$ cat src/rtl/fetch_unit_sv_pkg.sv
// rtl/fetch_unit_sv_pkg.sv - shared fetch types and constants for the IF front end
package fetch_unit_sv_pkg;

    localparam int IMEM_WORD_BYTES = 4;

    typedef struct packed {
        logic [31:0] pc;
        logic [31:0] instr;
    } fetch_entry_t;

    // Maps straight onto the IF/ID stage register in main_sv.
    typedef struct packed {
        logic        valid;
        logic [31:0] pc;
        logic [31:0] instr;
    } if_t;

endpackage

$ cat src/rtl/fetch_fifo_sv.sv
// rtl/fetch_fifo_sv.sv - synchronous FIFO with flush, used for the instruction buffer and pc queue
module fetch_fifo_sv #(
    parameter int WIDTH = 64,
    parameter int DEPTH = 4
) (
    input  logic                   clk,
    input  logic                   reset,
    input  logic                   push,
    input  logic [WIDTH-1:0]       push_data,
    input  logic                   pop,
    input  logic                   flush,
    output logic [WIDTH-1:0]       head,
    output logic [$clog2(DEPTH):0] count,
    output logic                   full,
    output logic                   empty
);
    localparam int PTR_W = $clog2(DEPTH);
    localparam int CNT_W = PTR_W + 1;

    logic [WIDTH-1:0] mem_q [DEPTH];
    logic [WIDTH-1:0] mem_d [DEPTH];
    logic [PTR_W-1:0] rd_ptr_q, rd_ptr_d;
    logic [PTR_W-1:0] wr_ptr_q, wr_ptr_d;
    logic [CNT_W-1:0] count_q, count_d;
    logic             do_push, do_pop;

    // A push into a full FIFO is accepted only when a pop frees a slot in the same cycle.
    always_comb begin
        do_pop   = pop && (count_q != '0);
        do_push  = push && ((count_q != CNT_W'(DEPTH)) || do_pop);
        mem_d    = mem_q;
        rd_ptr_d = rd_ptr_q;
        wr_ptr_d = wr_ptr_q;
        count_d  = count_q;
        if (flush) begin
            rd_ptr_d = '0;
            wr_ptr_d = '0;
            count_d  = '0;
        end else begin
            if (do_push) begin
                mem_d[wr_ptr_q] = push_data;
                wr_ptr_d        = wr_ptr_q + PTR_W'(1);
            end
            if (do_pop) begin
                rd_ptr_d = rd_ptr_q + PTR_W'(1);
            end
            count_d = count_q + CNT_W'(do_push) - CNT_W'(do_pop);
        end
    end

    always_ff @(posedge clk or posedge reset) begin
        if (reset) begin
            mem_q    <= '{default: '0};
            rd_ptr_q <= '0;
            wr_ptr_q <= '0;
            count_q  <= '0;
        end else begin
            mem_q    <= mem_d;
            rd_ptr_q <= rd_ptr_d;
            wr_ptr_q <= wr_ptr_d;
            count_q  <= count_d;
        end
    end

    assign empty = (count_q == '0);
    assign full  = (count_q == CNT_W'(DEPTH));
    assign count = count_q;
    assign head  = empty ? '0 : mem_q[rd_ptr_q];

endmodule

$ cat src/rtl/fetch_unit_sv.sv
// rtl/fetch_unit_sv.sv - instruction fetch front end; define FETCH_PERF_CNT_EN for perf counters
module fetch_unit_sv
    import fetch_unit_sv_pkg::*;
#(
    parameter int                    ADDR_WIDTH = 32,
    parameter int                    DATA_WIDTH = 32,
    parameter logic [ADDR_WIDTH-1:0] RESET_PC   = '0,
    parameter int                    FIFO_DEPTH = 4
) (
    input  logic                  clk,
    input  logic                  reset,
    output logic                  imem_req_valid,
    input  logic                  imem_req_ready,
    output logic [ADDR_WIDTH-1:0] imem_req_addr,
    input  logic                  imem_rsp_valid,
    input  logic [DATA_WIDTH-1:0] imem_rsp_data,
    input  logic                  redirect_valid,
    input  logic [ADDR_WIDTH-1:0] redirect_pc,
    input  logic                  id_ready,
    output logic                  if_valid,
    output logic [ADDR_WIDTH-1:0] if_pc,
    output logic [DATA_WIDTH-1:0] if_instr,
    output logic [31:0]           perf_fetched,
    output logic [31:0]           perf_dropped
);
    localparam int CNT_W   = $clog2(FIFO_DEPTH) + 1;
    localparam int ENTRY_W = ADDR_WIDTH + DATA_WIDTH;
    localparam logic [ADDR_WIDTH-1:0] WORD_MASK = ~ADDR_WIDTH'(IMEM_WORD_BYTES - 1);

    logic [ADDR_WIDTH-1:0] fetch_pc_q, fetch_pc_d;
    logic [CNT_W-1:0]      outstanding_q, outstanding_d;
    logic [CNT_W-1:0]      drop_cnt_q, drop_cnt_d;
    logic [CNT_W:0]        credit;
    logic                  req_valid, req_fire;
    logic                  rsp_fire, rsp_keep, rsp_drop, if_pop;

    logic [ENTRY_W-1:0]    ibuf_head;
    logic [CNT_W-1:0]      ibuf_count;
    logic                  ibuf_full, ibuf_empty;
    logic [ADDR_WIDTH-1:0] pcq_head;
    logic [CNT_W-1:0]      pcq_count;
    logic                  pcq_full, pcq_empty;
    logic                  unused_ok;

    // Buffered plus in-flight words never exceed the buffer, so every response has a home.
    always_comb begin
        credit    = {1'b0, ibuf_count} + {1'b0, outstanding_q};
        req_valid = !reset && !redirect_valid && !pcq_full
                    && (credit < (CNT_W + 1)'(FIFO_DEPTH));
        req_fire  = req_valid && imem_req_ready;
        rsp_fire  = imem_rsp_valid && (outstanding_q != '0);
        rsp_drop  = rsp_fire && (drop_cnt_q != '0);
        rsp_keep  = rsp_fire && (drop_cnt_q == '0) && !pcq_empty;
        if_pop    = !ibuf_empty && id_ready;

        outstanding_d = outstanding_q + CNT_W'(req_fire) - CNT_W'(rsp_fire);

        fetch_pc_d = fetch_pc_q;
        drop_cnt_d = drop_cnt_q;
        if (redirect_valid) begin
            fetch_pc_d = redirect_pc & WORD_MASK;
            // Everything still in flight after this cycle belongs to the old path.
            drop_cnt_d = outstanding_q - CNT_W'(rsp_fire);
        end else begin
            if (req_fire) begin
                fetch_pc_d = fetch_pc_q + ADDR_WIDTH'(IMEM_WORD_BYTES);
            end
            if (rsp_drop) begin
                drop_cnt_d = drop_cnt_q - CNT_W'(1);
            end
        end
    end

    always_ff @(posedge clk or posedge reset) begin
        if (reset) begin
            fetch_pc_q    <= RESET_PC;
            outstanding_q <= '0;
            drop_cnt_q    <= '0;
        end else begin
            fetch_pc_q    <= fetch_pc_d;
            outstanding_q <= outstanding_d;
            drop_cnt_q    <= drop_cnt_d;
        end
    end

    fetch_fifo_sv #(.WIDTH(ADDR_WIDTH), .DEPTH(FIFO_DEPTH)) u_pc_queue (
        .clk       (clk),
        .reset     (reset),
        .push      (req_fire),
        .push_data (fetch_pc_q),
        .pop       (rsp_keep),
        .flush     (redirect_valid),
        .head      (pcq_head),
        .count     (pcq_count),
        .full      (pcq_full),
        .empty     (pcq_empty)
    );

    fetch_fifo_sv #(.WIDTH(ENTRY_W), .DEPTH(FIFO_DEPTH)) u_instr_buf (
        .clk       (clk),
        .reset     (reset),
        .push      (rsp_keep),
        .push_data ({pcq_head, imem_rsp_data}),
        .pop       (if_pop),
        .flush     (redirect_valid),
        .head      (ibuf_head),
        .count     (ibuf_count),
        .full      (ibuf_full),
        .empty     (ibuf_empty)
    );

    assign unused_ok = &{1'b0, ibuf_full, pcq_count};

    assign imem_req_valid = req_valid;
    assign imem_req_addr  = fetch_pc_q;
    assign if_valid       = !ibuf_empty;
    assign if_pc          = ibuf_head[ENTRY_W-1:DATA_WIDTH];
    assign if_instr       = ibuf_head[DATA_WIDTH-1:0];

`ifdef FETCH_PERF_CNT_EN
    logic [31:0] perf_fetched_q, perf_fetched_d;
    logic [31:0] perf_dropped_q, perf_dropped_d;

    always_comb begin
        perf_fetched_d = perf_fetched_q + 32'(if_pop);
        perf_dropped_d = perf_dropped_q + 32'(rsp_drop);
    end

    always_ff @(posedge clk or posedge reset) begin
        if (reset) begin
            perf_fetched_q <= '0;
            perf_dropped_q <= '0;
        end else begin
            perf_fetched_q <= perf_fetched_d;
            perf_dropped_q <= perf_dropped_d;
        end
    end

    assign perf_fetched = perf_fetched_q;
    assign perf_dropped = perf_dropped_q;
`else
    assign perf_fetched = '0;
    assign perf_dropped = '0;
`endif

endmodule

$ cat config.mk
export PLATFORM = sky130hd
export DESIGN_NAME = fetch_unit_sv
export DESIGN_NICKNAME = d
export VERILOG_FILES = /design/src/rtl/fetch_unit_sv_pkg.sv /design/src/rtl/fetch_fifo_sv.sv /design/src/rtl/fetch_unit_sv.sv
export SDC_FILE = /design/constraint.sdc
export NUM_CORES = 1
export LEC_CHECK = 0
export ABC_AREA = 1
export BUFFER_PORTS_ARGS = -buffer_cell sky130_fd_sc_hd__buf_2
export CAP_MARGIN = 15
export CORE_AREA = 2 2 292 222
export DETAILED_ROUTE_END_ITERATION = 8
export DIE_AREA = 0 0 294 224
export PLACE_DENSITY = 0.54
export REMOVE_ABC_BUFFERS = 1
export SLEW_MARGIN = 20
export SYNTH_ARGS = -nofsm -noshare
export SYNTH_HDL_FRONTEND = slang
export SYNTH_SLANG_ARGS = --single-unit
$ cat constraint.sdc
create_clock -name clk -period 14.9 [get_ports clk]
set_input_delay 2.235 -clock clk [delete_from_list [all_inputs] [get_ports clk]]
set_output_delay 2.235 -clock clk [all_outputs]
set_load 0.03 [all_outputs]
==> flow_summary.toml <==
[power]
p_sw_share_pct = 37.18
sequentialPowerShare_pct = 38.0
clockPowerShare_pct = 33.6
power_density_nw_per_um2 = 156.8
p_leak_nw = 12.19
p_int_mw = 2.364
switching_power_mw = 1.399
ir_drop_uv = 90.84
power_mw = 3.762
comb_power_share_pct = 28.5

[grt]
overflow = 0
grt_pass1_wl_um = 103100
grt_pass1_vias = 18510
antenna_found_initial = 0
track_usage_pct = 19.45
grt_max_degree = 251

[drt]
drtAntennaViolNets = 0
first_iter_violations = 1743
avgRoutedWirePerCell_um = 17.32
via_count = 18710
wl_um = 64690
drtPass1Iterations = 6
drc = 0
viasPerCell = 5.010

[yosys]
synth_top_family_by_area = "simple AND/OR/NAND/NOR gates"
yosys-top-cells-count = "nand2_1 (812), nor2_1 (443), dfrtp_1 (422), nand3_1 (326), o21ai_0 (270)"
synth_edf_count = 0
yosys.area_share.simple_pct = 30.45
synth_compound_area_share_pct = 10.15
synth_top_cell_by_area = "dfrtp_1"
synthDistinctLibCells = 27
synth_xor_area_share_pct = 0.3715
synthAdderAreaFrac_pct = 1.522
synth_top_area_share_pct = 49.78
syn_inst = 2827
synthMuxAreaShare_pct = 0
yosys-top-cells-area = "dfrtp_1 (50%), nand2_1 (14%), nor2_1 (7.8%), nand3_1 (7.7%), o21ai_0 (6.4%)"
synth_seq_cells = 422
async_flop_share_pct = 100.0
syn_area_per_cell_um2 = 7.505
syn_area_um2 = 21220
synth_most_common_cell = "nand2_1"
ys_warn_count = 0
synth-main-ff-cell = "dfrtp_1"
synth_seq_area_share_pct = 49.78

[place]
dp_hpwl_um = 35860
place_congestion = 0.8568
port-buffer-count = 163
placed_area_um2 = 22250

[cts]
clk_pin_slew_ns = 0.06
numCtsBuffers = 48
ctsResizeCount = 0
htree_levels = 2
clock-sinks = 422
cts_buffer_depth = 3
cts_setup_buffers = 0
cts_tree = "yes"
cts-root-buf = "clkbuf_16"
clock_latency_ns = 0.59
cts_hold_buf = 0

[min_path]
hold_class = "register to register"
hold_depth = 2

[floorplan]
dieWidth_um = 294
chipHeight_um = 224
rows = 80
coreArea_um2 = 62960
dieArea_um2 = 65860
start_util_pct = 33.70
io_pins = 232

[sta]
fmax_mhz = 154.3
fin_crit_ns = 6.481
finalHoldViolations = 0
post-route-period-util_pct = 43.50
setup_tns_ns = 0
holdWs_ns = 0.4648
slew_headroom_pct = 26.85
grt_setup_unrepaired = "false"
worstMarginPinSlew_ns = 1.097
final-setup-viol-count = 0
slew_violations = 0
worst_clock_skew_ns = 0.02401

[worst_setup_path]
regToRegSetupSlack_ns = 11.27
critPathLaunchType = "primary input"
critPathMaxFanout = 44
reg2reg_depth = 8
crit_path_end_kind = "output pin"
criticalPathCategory = "primary input to output pin"
required_ns = 12.66
crit_arrival_ns = 4.25

[status]
status = "finished clean"

[finish]
fin_nets = 2970
stdcell_area_um2 = 23990
drive_above_1_share_pct = 10.19
nFillCells = 6466
diodes = 0
area_delta_synth_final_pct = 13.06

[flow_run]
maxCapViolations = 0
## placed cells by master, fill, tap and decap left out, types with 2 or more instances in the layout
master	instances
nand2_1	811
nor2_1	443
dfrtp_1	419
nand3_1	326
o21ai_0	270
buf_2	163
a21oi_1	95
inv_1	86
conb_1	66
o21ai_1	57
clkbuf_16	48
buf_4	23
ha_1	17
clkbuf_8	17
clkinv_2	9
clkbuf_1	6
nand3_2	5
xor2_1	5
bufinv_16	5
xnor2_1	4
o211ai_1	4
ha_2	4
nor3_1	3
inv_2	3
fa_1	3
nand2_2	2
inv_8	2
nand4_1	2
inv_6	2
buf_6	2
dfrtp_2	2
## power by group through the flow
stage / registers [mW] / clock network (mW) / logic (mW)
after floorplan: 1.46 / 0 / 0.703
after global placement: 1.44 / 0 / 1.06
after detailed placement: 1.44 / 0 / 1.07
after CTS: 1.43 / 1.29 / 1.08
after global routing: 1.45 / 1.34 / 1.21
final: 1.43 / 1.26 / 1.07
## through the flow
stage	instances	utilization (%)	setup WS, ns
floorplan	2636	-	0.8979
detailed placement	3645	35.34	8.403
global route	3734	38.10	8.156
finish	3734	38.10	8.419
CTS	3733	38.03	8.403
global placement	3645	35.34	8.429
## critical path: stages
cell and delay (ns):
buf_2 0.62, clkinv_2 0.81, nand2_1 0.21, nor2_1 0.09, nand2_1 0.07, inv_1 0.03
buf_2 0.16
## state kept, by name, summed over array words and instances (netlist names)
signal	count
drop_cnt_q	3
imem_req_addr	30
outstanding_q	3
u_instr_buf.count	3
u_instr_buf.mem_q	252
u_instr_buf.rd_ptr_q	2
u_instr_buf.wr_ptr_q	2
u_pc_queue.count	3
u_pc_queue.mem_q	120
u_pc_queue.rd_ptr_q	2
u_pc_queue.wr_ptr_q	2
## per-layer routing
| metal | global-route usage, % | share of wire (%) |
|---|---|---|
| met5 | 0 | 0 |
| met4 | 5.300 | 1.5 |
| met3 | 3.076 | 5.6 |
| met2 | 31.85 | 47 |
| met1 | 26.69 | 46 |
## final timing paths
| check | from | end |
|---|---|---|
| max in group asynchronous | reset | u_instr_buf.mem_q[68]$_DFFE_PP0P_ |
| hold reg to reg | u_instr_buf.mem_q[97]$_DFFE_PP0P_ | u_instr_buf.mem_q[97]$_DFFE_PP0P_ |
| hold / removal | u_instr_buf.mem_q[97]$_DFFE_PP0P_ | u_instr_buf.mem_q[97]$_DFFE_PP0P_ |
| min in group asynchronous | reset | drop_cnt_q[0]$_DFFE_PP0P_ |
| setup reg to reg | outstanding_q[2]$_DFF_PP0_ | u_pc_queue.mem_q[123]$_DFFE_PP0P_ |
| setup / recovery | redirect_valid | imem_req_valid |
## cell families after synthesis
kind of cell	after synthesis
simple gates	1596
fa+ha+maj	24
buf+inv	348
other cells	1
flops	422
xor+xnor	9
compound gates	427
## area by class of cell
type | count | area, um^2 | area share [%]
flip-flops and latches | 422 | 10570 | 44.05
multi-input cells | 2122 | 9285 | 38.71
clock buffers | 71 | 1458 | 6.077
repair buffers | 190 | 1059 | 4.413
well taps | 820 | 1026 | 4.277
inverters | 92 | 355.3 | 1.481
clock inverters | 17 | 237.7 | 0.9911
No activity file was read; power rests on OpenSTA's default activity.
